[src/rtl/feinv.sv]
// feinv: field inverter for GF(2^255-19), out = a_in^EXP mod p.
// MSB-first square-and-multiply driving an external femul over its
// start/done handshake; exactly one multiplication is outstanding at a time.
//
// Ports:
//   clock, reset_n     rising-edge clock, synchronous active-low reset
//   start, a_in        request and operand (sampled only in IDLE)
//   busy, done, out    status and result (done is a one-cycle pulse, out held)
//   mul_start, mul_a,
//   mul_b              femul request and operands (held through the wait)
//   mul_done, mul_out  femul completion pulse and product
`timescale 1ns/1ps
module feinv #(
  parameter int unsigned      BITS = 255,
  parameter logic [BITS-1:0]  EXP  = {{(BITS-5){1'b1}}, 5'b01011}
) (
  input  logic            clock,
  input  logic            reset_n,
  input  logic            start,
  input  logic [BITS-1:0] a_in,
  output logic            busy,
  output logic            done,
  output logic [BITS-1:0] out,
  output logic            mul_start,
  output logic [BITS-1:0] mul_a,
  output logic [BITS-1:0] mul_b,
  input  logic            mul_done,
  input  logic [BITS-1:0] mul_out
);

  localparam int unsigned IDX_W = $clog2(BITS);

  typedef enum logic [2:0] {
    IDLE     = 3'd0,
    SQ_ISSUE = 3'd1,
    SQ_WAIT  = 3'd2,
    MU_ISSUE = 3'd3,
    MU_WAIT  = 3'd4,
    FINISH   = 3'd5
  } state_e;

  state_e            state_q, state_d;
  logic [BITS-1:0]   acc_q, acc_d;
  logic [BITS-1:0]   base_q, base_d;
  logic [IDX_W-1:0]  idx_q, idx_d;
  logic              busy_q, busy_d;
  logic              done_q, done_d;
  logic              mul_start_q, mul_start_d;
  logic [BITS-1:0]   out_q, out_d;
  logic [BITS-1:0]   mul_a_q, mul_a_d;
  logic [BITS-1:0]   mul_b_q, mul_b_d;

  logic accept;
  logic take;
  logic exp_bit;
  logic last_bit;

  assign accept   = (state_q == IDLE) && start;
  // mul_done is only meaningful while waiting; stale completions are dropped
  assign take     = mul_done && ((state_q == SQ_WAIT) || (state_q == MU_WAIT));
  assign exp_bit  = EXP[idx_q];
  assign last_bit = (idx_q == '0);

  // State and datapath registers
  always_ff @(posedge clock) begin
    if (!reset_n) begin
      state_q     <= IDLE;
      acc_q       <= '0;
      base_q      <= '0;
      idx_q       <= '0;
      busy_q      <= 1'b0;
      done_q      <= 1'b0;
      mul_start_q <= 1'b0;
      out_q       <= '0;
      mul_a_q     <= '0;
      mul_b_q     <= '0;
    end else begin
      state_q     <= state_d;
      acc_q       <= acc_d;
      base_q      <= base_d;
      idx_q       <= idx_d;
      busy_q      <= busy_d;
      done_q      <= done_d;
      mul_start_q <= mul_start_d;
      out_q       <= out_d;
      mul_a_q     <= mul_a_d;
      mul_b_q     <= mul_b_d;
    end
  end

  // Next-state logic
  always_comb begin
    state_d = state_q;
    unique case (state_q)
      IDLE:     if (start) state_d = SQ_ISSUE;
      SQ_ISSUE: state_d = SQ_WAIT;
      SQ_WAIT: begin
        if (mul_done) begin
          if (exp_bit)       state_d = MU_ISSUE;
          else if (last_bit) state_d = FINISH;
          else               state_d = SQ_ISSUE;
        end
      end
      MU_ISSUE: state_d = MU_WAIT;
      MU_WAIT: begin
        if (mul_done) state_d = last_bit ? FINISH : SQ_ISSUE;
      end
      FINISH:   state_d = IDLE;
      default:  state_d = IDLE;
    endcase
  end

  // Register inputs; outputs are set on entry to the state that presents them
  always_comb begin
    acc_d       = acc_q;
    base_d      = base_q;
    idx_d       = idx_q;
    busy_d      = busy_q;
    done_d      = 1'b0;
    mul_start_d = 1'b0;
    out_d       = out_q;
    mul_a_d     = mul_a_q;
    mul_b_d     = mul_b_q;

    if (accept) begin
      base_d = a_in;
      acc_d  = a_in;
      idx_d  = IDX_W'(BITS - 2);
      busy_d = 1'b1;
    end

    // The bit index advances only when moving on to the next squaring
    if (take) begin
      acc_d = mul_out;
      if (state_d == SQ_ISSUE) idx_d = idx_q - IDX_W'(1);
    end

    if ((state_d == SQ_ISSUE) || (state_d == MU_ISSUE)) begin
      mul_start_d = 1'b1;
      mul_a_d     = acc_d;
      mul_b_d     = (state_d == SQ_ISSUE) ? acc_d : base_d;
    end

    if (state_d == FINISH) begin
      out_d  = acc_d;
      done_d = 1'b1;
      busy_d = 1'b0;
    end
  end

  assign busy      = busy_q;
  assign done      = done_q;
  assign out       = out_q;
  assign mul_start = mul_start_q;
  assign mul_a     = mul_a_q;
  assign mul_b     = mul_b_q;

endmodule

[config.mk]
export PLATFORM = sky130hd
export DESIGN_NAME = feinv
export DESIGN_NICKNAME = d
export VERILOG_FILES = /design/src/rtl/feinv.sv
export SDC_FILE = /design/constraint.sdc
export NUM_CORES = 2
export LEC_CHECK = 0
export ABC_CLOCK_PERIOD_IN_PS = 3700
export CAP_MARGIN = 20
export CORE_AREA = 2 2 503 505
export CTS_CLUSTER_DIAMETER = 200
export DETAILED_ROUTE_END_ITERATION = 10
export DIE_AREA = 0 0 505 507
export GPL_TIMING_DRIVEN = 0
export PLACE_DENSITY_LB_ADDON = 0.12
export SKIP_LAST_GASP = 1
export SLEW_MARGIN = 20
export SYNTH_ARGS = -nofsm -noshare
export SYNTH_HDL_FRONTEND = slang
export SYNTH_SLANG_ARGS = --single-unit
[constraint.sdc]
create_clock -name clock -period 3.7 [get_ports clock]
set_input_delay 0.74 -clock clock [delete_from_list [all_inputs] [get_ports clock]]
set_output_delay 0.74 -clock clock [all_outputs]
set_load 0.005 [all_outputs]
* Word level (Yosys, flattened, before mapping)
Memories as Yosys holds them, arrays and structs flattened. A register that Yosys moved wholly into a read port is not among the register bits.
Index checks and enable logic that the tools add are counted.
** Storage, ports and cells
- Bits in registers :: 1289
- Bits in read-only memories :: 256
- Input port bits :: 514
- Memories :: 1
** Memories
- (name not given) :: words 256, width 1, read ports 1, clocked after memory_dff 1, write ports 0, line 61 : assign exp_bit = EXP[idx_q];
** Cells by class
- Add/subtract/negate cells :: 1
- Order comparisons :: 1
- Equality and inequality tests :: 7
- Mux-type cells :: 17
- Bitwise operators :: 1
- Reduce and logical (&&, ||, !) cells :: 7
** Operators with widths (count)
- $mux W255 :: 4
- $mux W8 :: 4
- $mux W3 :: 5
- $pmux W3 S5 :: 1
- $eq A3 B2 Y1 const B :: 3
- $lt A8 B9 Y1 const B :: 1
- $logic_not A8 Y1 :: 1
- $sub A8 B1 Y8 const B :: 1
- $eq A3 B1 Y1 const B :: 2
- $eq A3 B3 Y1 const B :: 2
- $logic_not A3 Y1 :: 1
- $mux W1 :: 3
- $logic_and A1 B1 Y1 :: 2
- $logic_or A1 B1 Y1 :: 2
- $reduce_or A2 Y1 :: 1
- $not A1 Y1 :: 1

* Logic depth before layout (Yosys ltp)
- Word-level depth :: 9
- Mapped depth :: 10

* Least setup slack after synthesis
Ideal clock, no wire load.
- Kind :: in2reg
- Start point :: input mul_done
- End point :: register mul_a_q[240], in the netlist mul_a[240]
- Data arrival time :: 2.159 ns
- Required time :: 3.554 ns
- Setup slack :: 1.395 ns
- Stages on the path :: 8
- Buffers on the path :: 3
- Cells stage by stage :: nor2b_1 > a31oi_1 > o22ai_4 > nor2_2 > buf_2 > buf_6 > buf_2 > a211oi_2
** Between the ends
- Longest elaborated chain between the ends :: 4
- Elaborated cells on any way between the ends :: 8
** Ends and longest elaborated chain
- start: declaration :: line 27 : input logic mul_done,
- $mux W3 (on tied branches) :: line 106, 98
- $pmux W3 S5 :: line 94 : unique case (state_q)
- $eq A3 B1 Y1 / $eq A3 B2 Y1 (equally long branches) :: line 138 : if ((state_d == SQ_ISSUE) || (state_d == MU_ISSUE)) begin
- $logic_or A1 B1 Y1 :: line 138
- end signal: assignment :: line 86 : mul_a_q <= mul_a_d;
- end: declaration :: line 50 : logic [BITS-1:0] mul_a_q, mul_a_d;
Parallel ways exist; a longest one is shown, timed or not.
A chain may end at the register's enable or synchronous reset.

* Worst setup path after layout
- Start point :: register state_q[2]
- End point :: register mul_b_q[63], in the netlist mul_b[63]
** Between the ends
- Longest elaborated chain between the ends :: 5
- Elaborated cells on any way between the ends :: 19
** Ends and longest elaborated chain
- start: declaration :: line 42 : state_e state_q, state_d;
- start signal: assignment :: line 78 : state_q <= state_d;
- branches (longest 5 deep; another with $mux W255)
- end signal: assignment :: line 87 : mul_b_q <= mul_b_d;
- end: declaration :: line 51 : logic [BITS-1:0] mul_b_q, mul_b_d;
Parallel ways; which one is timed is not known.

==> metrics.csv <==
metric;value;unit
skew;0.0334;ns
clock.fmax;286;MHz
rrSetupSlack;0.20;ns
rsz0062_at_grt;false;
cts_htree_levels;4;
hold_viol;0;
yosys_warnings;0;
dpl-instance-area;65100;µm²
syn_area;47500;µm²
nets;7257;
cts_buffers;153;
drc_errors;0;
netlist_instances;5281;
cts.sinks;1200;
vias;49020;
hold_path_depth;2;
grt_use_total;24.1;%
total_leakage_power;25.0;nW
hold_buffers;0;
crit_chain;buf_2 -> nor4b_1 -> buf_2 -> buf_2 -> clkbuf_1 -> a22o_1 -> o211ai_1 -> o21ai_0;
clk_pin_slew_worst_paths;0.06;ns
setup_viol;0;
hp-class;reg2reg;
place.detailed.hpwl;260000;µm
die_area;256000;µm²
hold_start;mul_a[188];
required;4.43;ns
use_met1;29.3;%
wl_per_cell;31.4;µm
cpPeakStageDelay;0.69;ns
cts-root-buf;clkbuf_16;
cp_max_fo;10;
overflow;0;
path_common_cell;buf_2;
slowest_stage;buf_2;
rr_worst_depth;8;
fillers;27028;
timing.rr.start;state_q[2];
syn_avg_cell_area;8.99;µm²
synth-async-reset-ratio;0;%
startpoint_type;flop;
cp_data_arrival_time;4.23;ns
pre_cts_slack;-1.08;ns
synth_edf_count;0;
fp.dieH;507;µm
fin_ws;0.204;ns
outcome;completed;
finalCriticalPeriod;3.50;ns
ant_nets;0;
core;250000;µm²
clock_tree.buffer_depth;3;
final_cell_mix;1281 x clkdlybuf4s50_1, 1200 x dfxtp_1, 570 x nand2_1;
avgViaCountPerCell;4.78;
seq_area_frac_synth;50.6;%
grt_max_degree;17;
min_to;mul_a[188];
layout_commonest_cell;clkdlybuf4s50_1;
dr.pass1.iters;6;
holdWs;0.455;ns
slew_violations;0;
max_slew.worst_pin.slew;1.12;ns
slew_headroom;25.4;%
cts_tree;yes;
syn_nets;5797;
io_buffers;1281;
busiest_layer;met2;
area_growth;48.3;%
initial_core_util;19.0;%
antenna_found_initial;92;
ys_ff_latch;1200;
vdd_drop_max;0.000459;V
critPathKind;reg2reg;
power_density;546;nW/µm²
io_pins;1282;
clkLatencyLatePin;0.80;ns
routed_wl;322000;µm
dr.first_iter.drc_count;3699;
grt_use_met2;40.8;%
worst-path-buf-inv;4;
power.total;38.4;mW
end_kind;flop;
grt_pass1_vias;48408;
grt_pass1_wl;430000;µm
met3_usage;6.76;%
die_w;505;µm
post-route-period-util;94.5;%
maxCapViolCount;0;
crit_family;buffers and inverters;
yosysUniqueCellTypes;55;
layout-drive-gt1-share;7.69;%
finalInstanceArea;70400;µm²
rows;184;
gp_congestion;0.885;
worstReg2RegEnd;mul_b[63];
ys.flop_type;dfxtp_1;
[per-stage QoR]
stage	setup TNS, ns	util [%]	std cells
after floorplan	0	-	5281
after global placement	-1278.44	25.7	9910
after detailed placement	-561.55	26.0	9933
after CTS	0	28.1	10203
after global routing	0	28.1	10226
final	0	28.1	10250
[cell families after synthesis]
family,count (synthesis),synth area share (%)
muxes,256,5.40
DFF,1200,50.6
buffers and inverters,607,5.29
and+or+nand+nor,1382,12.5
xor gates and xnor gates,4,0.0738
adders and majority gates,2,0.0527
AOI/OAI and AO/OA,1830,26.1
[worst register-to-register path: stages, from the launching register on]
cell      delay (ns)
dfxtp_1         0.32
buf_2           0.22
nor4b_1         0.26
buf_2           0.41
buf_2           0.70
clkbuf_1        0.70
a22o_1          0.48
o211ai_1        0.15
o21ai_0         0.19
[sequential cells by signal, summed over array words and instances (netlist names)]
signal and cells:
base_q 255, mul_a 255, mul_b 255, out 255, acc_q 165, idx_q 8
state_q 3, busy 1, done 1, exp_bit 1, mul_start 1
[layout make-up]
type                    instances  area (µm²)  share of cell area [%]
clock buffers                 228        4520                    6.42
repair buffers               1305       13400                    19.0
multi-input cells            3474       21000                    29.8
well taps                    3348        4190                    5.95
inverters                       7        26.3                  0.0373
plain buffers                 600        2550                    3.63
flip-flops and latches       1200       24000                    34.1
diodes                         46         115                   0.164
clock inverters                42         637                   0.905
[Yosys cell counts (all sizes together), types with 3 or more instances]
library cell | n | area [µm²]
nand3 | 143 | 716
a22oi | 77 | 578
mux2i | 255 | 2550
a21oi | 475 | 2380
nor2 | 432 | 1620
o211ai | 294 | 2210
nand4 | 179 | 1120
a32oi | 12 | 105
clkbuf | 422 | 1580
o21a | 5 | 37.5
inv | 7 | 26.3
o22ai | 166 | 1050
a211oi | 182 | 1790
dfxtp | 1200 | 24000
buf | 178 | 900
a41o | 76 | 761
o21ai | 326 | 1630
o31ai | 37 | 278
nand2b | 3 | 18.8
xor2 | 3 | 26.3
nor3 | 40 | 200
a22o | 165 | 1450
nor2b | 3 | 18.8
nand2 | 570 | 2140
[power by group]
part,internal (mW),switching [mW],total (mW)
logic,3.13,5.24,8.37
clock network,9.24,6.34,15.6
registers,13.9,0.541,14.5
[worst max-delay path by stage]
stage | from | slack [ns] | depth (start not counted) | end
after global placement | mul_done | -2.42 | 8 | mul_b[210]
after detailed placement | mul_done | -1.08 | 9 | mul_a[8]
after global routing | state_q[2] | 0.02 | 7 | out[203]
after CTS | state_q[2] | 0.01 | 7 | out[203]
final | state_q[2] | 0.20 | 8 | mul_b[63]
after floorplan | mul_done | 1.39 | 8 | mul_a[240]
[routing by layer]
metal	part of all wire [%]	wire length, µm	vias up
li1	-	-	22362
met1	41	134000	24357
met2	48	155000	1906
met3	7.2	23300	373
met4	3.2	10500	22
met5	0.043	138	-
[repair_timing]
item                       CTS  global route
setup endpoints to repair  280           160
resized for setup            6             3
setup buffers                0             1
pin swaps                    0             1
cloned                       0             0
(Power assumes the default switching activity.)
